### src/rtl/booth_product_accumulator_if.sv
// Product-in / sum-out bus for booth_product_accumulator.
//   tx        : product-ready level from booth_multiplier
//   product   : signed product, PROD_W bits
//   sum_ready : downstream accepts sum this cycle
//   sum       : signed batch sum, ACC_W bits
//   sum_valid : sum holds an unaccepted batch result
// The master modport is the side that drives tx/product/sum_ready (producer plus downstream).
// The slave modport is the accumulator.
interface booth_product_accumulator_if #(
  parameter int unsigned PROD_W = 8,
  parameter int unsigned ACC_W  = 12
);
  logic              tx;
  logic [PROD_W-1:0] product;
  logic              sum_ready;
  logic [ACC_W-1:0]  sum;
  logic              sum_valid;

  modport master (
    output tx,
    output product,
    output sum_ready,
    input  sum,
    input  sum_valid
  );

  modport slave (
    input  tx,
    input  product,
    input  sum_ready,
    output sum,
    output sum_valid
  );
endinterface

### src/rtl/booth_product_accumulator.sv
// Saturating batch accumulator placed downstream of booth_multiplier.
// Each rising edge of tx captures one signed product and adds it, clamped, into a running sum.
// After BATCH captures the sum is published on a double-buffered valid/ready output.
// Ports:
//   clk     : rising-edge clock
//   rst_n   : asynchronous active-low reset
//   bus     : slave side of the tx/product/sum handshake (see booth_product_accumulator_if)
//   clear   : synchronous clear of all state except the tx edge detector
//   count   : products accumulated in the current batch
//   overrun : sticky, a completed batch was dropped while sum was still pending
//   sat     : sticky, at least one accumulation step clamped
module booth_product_accumulator #(
  parameter int unsigned PROD_W = 8,
  parameter int unsigned ACC_W  = 12,
  parameter int unsigned BATCH  = 4,
  parameter int unsigned CNT_W  = 3
) (
  input  logic                       clk,
  input  logic                       rst_n,
  booth_product_accumulator_if.slave bus,
  input  logic                       clear,
  output logic [CNT_W-1:0]           count,
  output logic                       overrun,
  output logic                       sat
);

  localparam logic [ACC_W-1:0] AccMax    = {1'b0, {(ACC_W-1){1'b1}}};
  localparam logic [ACC_W-1:0] AccMin    = {1'b1, {(ACC_W-1){1'b0}}};
  localparam logic [CNT_W-1:0] BatchLast = CNT_W'(BATCH - 1);

  logic             tx_q;
  logic [ACC_W-1:0] acc_q, acc_d;
  logic [CNT_W-1:0] count_q, count_d;
  logic [ACC_W-1:0] sum_q, sum_d;
  logic             sum_valid_q, sum_valid_d;
  logic             overrun_q, overrun_d;
  logic             sat_q, sat_d;

  logic             capture;
  logic [ACC_W:0]   wide;
  logic             ovf;
  logic [ACC_W-1:0] nxt;

  assign capture = bus.tx & ~tx_q;

  // One guard bit is enough: ACC_W >= PROD_W, so a single add can overflow by at most one bit.
  assign wide = {acc_q[ACC_W-1], acc_q}
              + {{(ACC_W + 1 - PROD_W){bus.product[PROD_W-1]}}, bus.product};
  assign ovf  = wide[ACC_W] ^ wide[ACC_W-1];
  assign nxt  = ovf ? (wide[ACC_W] ? AccMin : AccMax) : wide[ACC_W-1:0];

  always_comb begin
    acc_d       = acc_q;
    count_d     = count_q;
    sum_d       = sum_q;
    sum_valid_d = sum_valid_q;
    overrun_d   = overrun_q;
    sat_d       = sat_q;

    if (clear) begin
      acc_d       = '0;
      count_d     = '0;
      sum_d       = '0;
      sum_valid_d = 1'b0;
      overrun_d   = 1'b0;
      sat_d       = 1'b0;
    end else begin
      if (sum_valid_q && bus.sum_ready) begin
        sum_valid_d = 1'b0;
      end
      if (capture) begin
        if (ovf) begin
          sat_d = 1'b1;
        end
        if (count_q == BatchLast) begin
          acc_d   = '0;
          count_d = '0;
          // The output slot is free if empty or being drained this same cycle.
          if (!sum_valid_q || bus.sum_ready) begin
            sum_d       = nxt;
            sum_valid_d = 1'b1;
          end else begin
            overrun_d = 1'b1;
          end
        end else begin
          acc_d   = nxt;
          count_d = count_q + CNT_W'(1);
        end
      end
    end
  end

  always_ff @(posedge clk or negedge rst_n) begin
    if (!rst_n) begin
      // tx_q resets high so a tx already asserted at release is not taken as a new product.
      tx_q        <= 1'b1;
      acc_q       <= '0;
      count_q     <= '0;
      sum_q       <= '0;
      sum_valid_q <= 1'b0;
      overrun_q   <= 1'b0;
      sat_q       <= 1'b0;
    end else begin
      tx_q        <= bus.tx;
      acc_q       <= acc_d;
      count_q     <= count_d;
      sum_q       <= sum_d;
      sum_valid_q <= sum_valid_d;
      overrun_q   <= overrun_d;
      sat_q       <= sat_d;
    end
  end

  assign bus.sum       = sum_q;
  assign bus.sum_valid = sum_valid_q;
  assign count         = count_q;
  assign overrun       = overrun_q;
  assign sat           = sat_q;

endmodule

### src/flat_wrapper.sv
// flat-port wrapper written by rule: the top's interface ports become plain ports
module booth_product_accumulator_flat 
#(
  parameter int unsigned PROD_W = 8,
  parameter int unsigned ACC_W  = 12,
  parameter int unsigned BATCH  = 4,
  parameter int unsigned CNT_W  = 3
)
  (clk, rst_n, clear, count, overrun, sat, bus_tx, bus_product, bus_sum_ready, bus_sum, bus_sum_valid);
  booth_product_accumulator_if #(.PROD_W(PROD_W), .ACC_W(ACC_W)) bus_i ();
  input  logic clk;
  input  logic rst_n;
  input  logic clear;
  output logic [CNT_W-1:0] count;
  output logic overrun;
  output logic sat;
  input wire logic [$bits(bus_i.tx)-1:0] bus_tx;
  input wire logic [$bits(bus_i.product)-1:0] bus_product;
  input wire logic [$bits(bus_i.sum_ready)-1:0] bus_sum_ready;
  output wire logic [$bits(bus_i.sum)-1:0] bus_sum;
  output wire logic [$bits(bus_i.sum_valid)-1:0] bus_sum_valid;
  assign bus_i.tx = bus_tx;
  assign bus_i.product = bus_product;
  assign bus_i.sum_ready = bus_sum_ready;
  assign bus_sum = bus_i.sum;
  assign bus_sum_valid = bus_i.sum_valid;
  booth_product_accumulator #(.PROD_W(PROD_W), .ACC_W(ACC_W), .BATCH(BATCH), .CNT_W(CNT_W)) u_core (.clk(clk), .rst_n(rst_n), .bus(bus_i), .clear(clear), .count(count), .overrun(overrun), .sat(sat));
endmodule
### config.mk
export PLATFORM = sky130hd
export DESIGN_NAME = booth_product_accumulator_flat
export DESIGN_NICKNAME = d
export VERILOG_FILES = /design/src/rtl/booth_product_accumulator_if.sv /design/src/rtl/booth_product_accumulator.sv /design/src/flat_wrapper.sv
export SDC_FILE = /design/constraint.sdc
export NUM_CORES = 1
export LEC_CHECK = 0
export ABC_AREA = 1
export CELL_PAD_IN_SITES_DETAIL_PLACEMENT = 0
export CELL_PAD_IN_SITES_GLOBAL_PLACEMENT = 1
export CORE_ASPECT_RATIO = 0.7
export CORE_MARGIN = 3
export CORE_UTILIZATION = 38
export DETAILED_ROUTE_END_ITERATION = 12
export PLACE_DENSITY_LB_ADDON = 0.1
export SYNTH_ARGS = -nofsm -noshare
export SYNTH_HDL_FRONTEND = slang
export SYNTH_SLANG_ARGS = --single-unit
### constraint.sdc
create_clock -name clk -period 2.4 [get_ports clk]
set_input_delay 0.6 -clock clk [delete_from_list [all_inputs] [get_ports clk]]
set_output_delay 0.6 -clock clk [all_outputs]
set_load 0.01 [all_outputs]
==> run summary <==
Final nets: 361
DR pass1 iterations: 4
routed wire length: 5190 um
Critical-path top delay cell: clkdlybuf4s50_1
power per standard cell area: 615 nW/um2
Fillers: 471
top-count cell post-synth: nand2_1
Synth Cell Area: 1990 um2
worst skew pair latency: 0.28 ns
Final Hold Vio Count: 0
Syn. warnings: 0
Die Y: 66.6 um
most frequent CP cell: nand2_1
pin count of the biggest net entering global routing: 32
synth cell count leaders: nand2_1 (111), inv_1 (32), dfrtp_1 (30)
port bufs: 30
clock period minus worst slack: 2.29 ns
area of the multi-input gates: 1210 um2
CP startpoint kind: primary input
flip-flop and latch area: 777 um2
synth unique cells: 26
H-tree depth: 2
Synth async-reset ratio: 1.00
CTS tree: done
row count: 21
max-capacitance violation count: 0
Worst-path clk slew: 0.06 ns
Rel. slew slack: 0.292
Seq cells post-synth: 31
Inst Count DP: 389
Peak VDD IR: 0.000253 V
DRC Markers: 0
Max Clock Skew: 0.00674 ns
clock sinks: 31
Boundary Pins: 31
Slew Limit Fails: 0
synth top area cells: dfrtp_1 (38%), nand2_1 (21%), ha_1 (8.2%)
Register-to-Register Path Depth: 15
CTS buffer count: 5
Hold Crit Class: reg2reg
Cells after Synth: 271
Synth Flop Type: dfrtp_1
Die Wd: 92.6 um
Static Leakage: 1.55 nW
CP Depth: 13
Worst Path Buf+Inv: 2
top-area cell type share of the netlist area: 0.377
dominant cell type by area after synthesis: dfrtp_1
critical path capture point type: register
initial antenna violation count: 0
global-route wire length before repair: 8310 um
crit-path cells: clkdlybuf4s50_1, ha_1, a21oi_2, nand2_2, nand3_2, nand3_2, nand2_1, nand2_1, nand2_4, buf_12, nand2_2, nand2_1, a21oi_2
CP max FO: 6
Placed Area: 2550 um2
Worst path max stage delay: 0.42 ns
Worst path top cell family by delay: simple AND/OR/NAND/NOR gates
Hold Slack: 0.479 ns
Final Instance Area: 2920 um2
Layout Cells excl Fill: 404
outcome: complete, no violations
via count of the routed design: 1886
worst hold path stage count: 2
Max clock buf depth: 2
Setup CP Type: in2reg
Worst Tran Pin Value: 1.06 ns
Syn-to-layout area delta: 46.3%
synthesized net count: 298
Setup-failing EPs final: 0
Final period util: 0.953
Crit path arrival time: 2.45 ns
DR vias/cell: 4.67
total power: 1.79 mW
CP required: 2.57 ns
WL/cell: 12.8 um
Initial Util: 0.406
sequential element share of the synthesized area: 0.390
diode count: 0
Root Driver: clkbuf_8
Global Route Usage Sum: 0.173
synthesized area per cell: 7.35 um2
ANT nets after route: 0
die area: 6160 um2
share of layout cells above drive strength 1: 0.242
GP Congestion: 0.766
Highest Clock Rate: 437 MHz
Hold-fix buffers, CTS: 0
Post-synth EDFFs: 0
number of global-route vias before repair: 1786
initial DRC count: 77
Core ar.: 4910 um2
DP HPWL: 3730 um
Congestion Overflow GR: 0
through the flow:
step | TNS, ns | util | worst slack, ns
floorplan | 0 | - | 0.179
global placement | -7.97 | 0.520 | -0.416
detailed placement | -8.43 | 0.520 | -0.417
CTS | -0.0141 | 0.555 | -0.0141
global route | -0.0428 | 0.594 | -0.0189
finish | 0 | 0.594 | 0.114
power by group:
part           internal [mW]  switching [mW]  total (mW)
combinational          0.318           0.348       0.666
clock                  0.336           0.194       0.529
sequential             0.562          0.0366       0.598
total                   1.22           0.578        1.79
worst register-to-register path, stage by stage (launching register included):
cell	delay, ns
dfrtp_1	0.39
ha_2	0.21
fa_2	0.37
nand3_2	0.10
nand3_4	0.08
nand2_2	0.07
nand2_2	0.05
nand2_1	0.06
nand2_1	0.06
nand2_2	0.09
nand2_4	0.09
buf_12	0.14
nand2_1	0.06
nand2_2	0.06
nand2_1	0.06
nand2_1	0.05
cells in the final DEF, fill, tap and decap left out, types with 5 or more instances in the layout:
cell	instances
dfrtp_1	30
clkdlybuf4s50_1	27
ha_4	7
nand3_1	23
buf_4	28
clkbuf_8	6
a21oi_1	5
nand2_1	100
ha_1	5
inv_1	32
nor2_1	10
nand2_2	14
routing by layer:
metal	global-route usage	vias to the layer above	share of wire
li1	-	982	-
met1	0.250	859	0.51
met2	0.260	43	0.43
met5	0	-	0
met4	0.0389	0	0.0037
met3	0.0418	2	0.050
what timing repair did:
action | in CTS | in global routing
gates resized for setup | 8 | 25
buffers inserted | 0 | 4
pin swaps | 2 | 8
cloned | 0 | 3
endpoints found under the setup margin | 23 | 23
hold endpoints to repair | 0 | 0
path summary, 6_finish.rpt:
kind                                                from                             to  slack (ns)
setup / recovery                          bus_product[2]         u_core.sat$_DFFE_PN0P_        0.11
hold / removal             u_core.bus.sum[8]$_DFFE_PN0P_  u_core.bus.sum[8]$_DFFE_PN0P_        0.48
setup reg to reg             u_core.acc_q[0]$_DFFE_PN0P_  u_core.bus.sum[2]$_DFFE_PN0P_        0.37
hold reg to reg            u_core.bus.sum[8]$_DFFE_PN0P_  u_core.bus.sum[8]$_DFFE_PN0P_        0.48
max in group asynchronous                          rst_n          u_core.tx_q$_DFF_PN1_        1.36
min in group asynchronous                          rst_n   u_core.acc_q[10]$_DFFE_PN0P_        0.72
kinds of logic (layout without fill, tap and decap cells):
| kind of cell | count (synthesis) | count (layout) | synth area share |
|---|---|---|---|
| simple gates | 163 | 164 | 0.353 |
| buf+inv | 39 | 102 | 0.0829 |
| flops | 31 | 31 | 0.390 |
| compound gates | 17 | 17 | 0.0521 |
| fa+ha+maj | 14 | 14 | 0.0917 |
| xor+xnor | 7 | 7 | 0.0308 |
sequential cells by signal, indices dropped and copies added, names as in the netlist:
register and count:
u_core.tx_q 1, u_core.bus.sum_valid 1, u_core.sat 1, u_core.overrun 1
u_core.bus.sum 12, u_core.acc_q 12, u_core.count 3
layout make-up:
cell class                      count  share of cell area
Timing Repair Buffer               62               0.206
Multi-Input combinational cell    202               0.417
Clock inverter                      2              0.0120
Inverter                           32              0.0412
Clock buffer                        6              0.0283
Sequential cell                    31               0.266
Tap cell                           69              0.0296
Power figures use the tool's default switching activity.
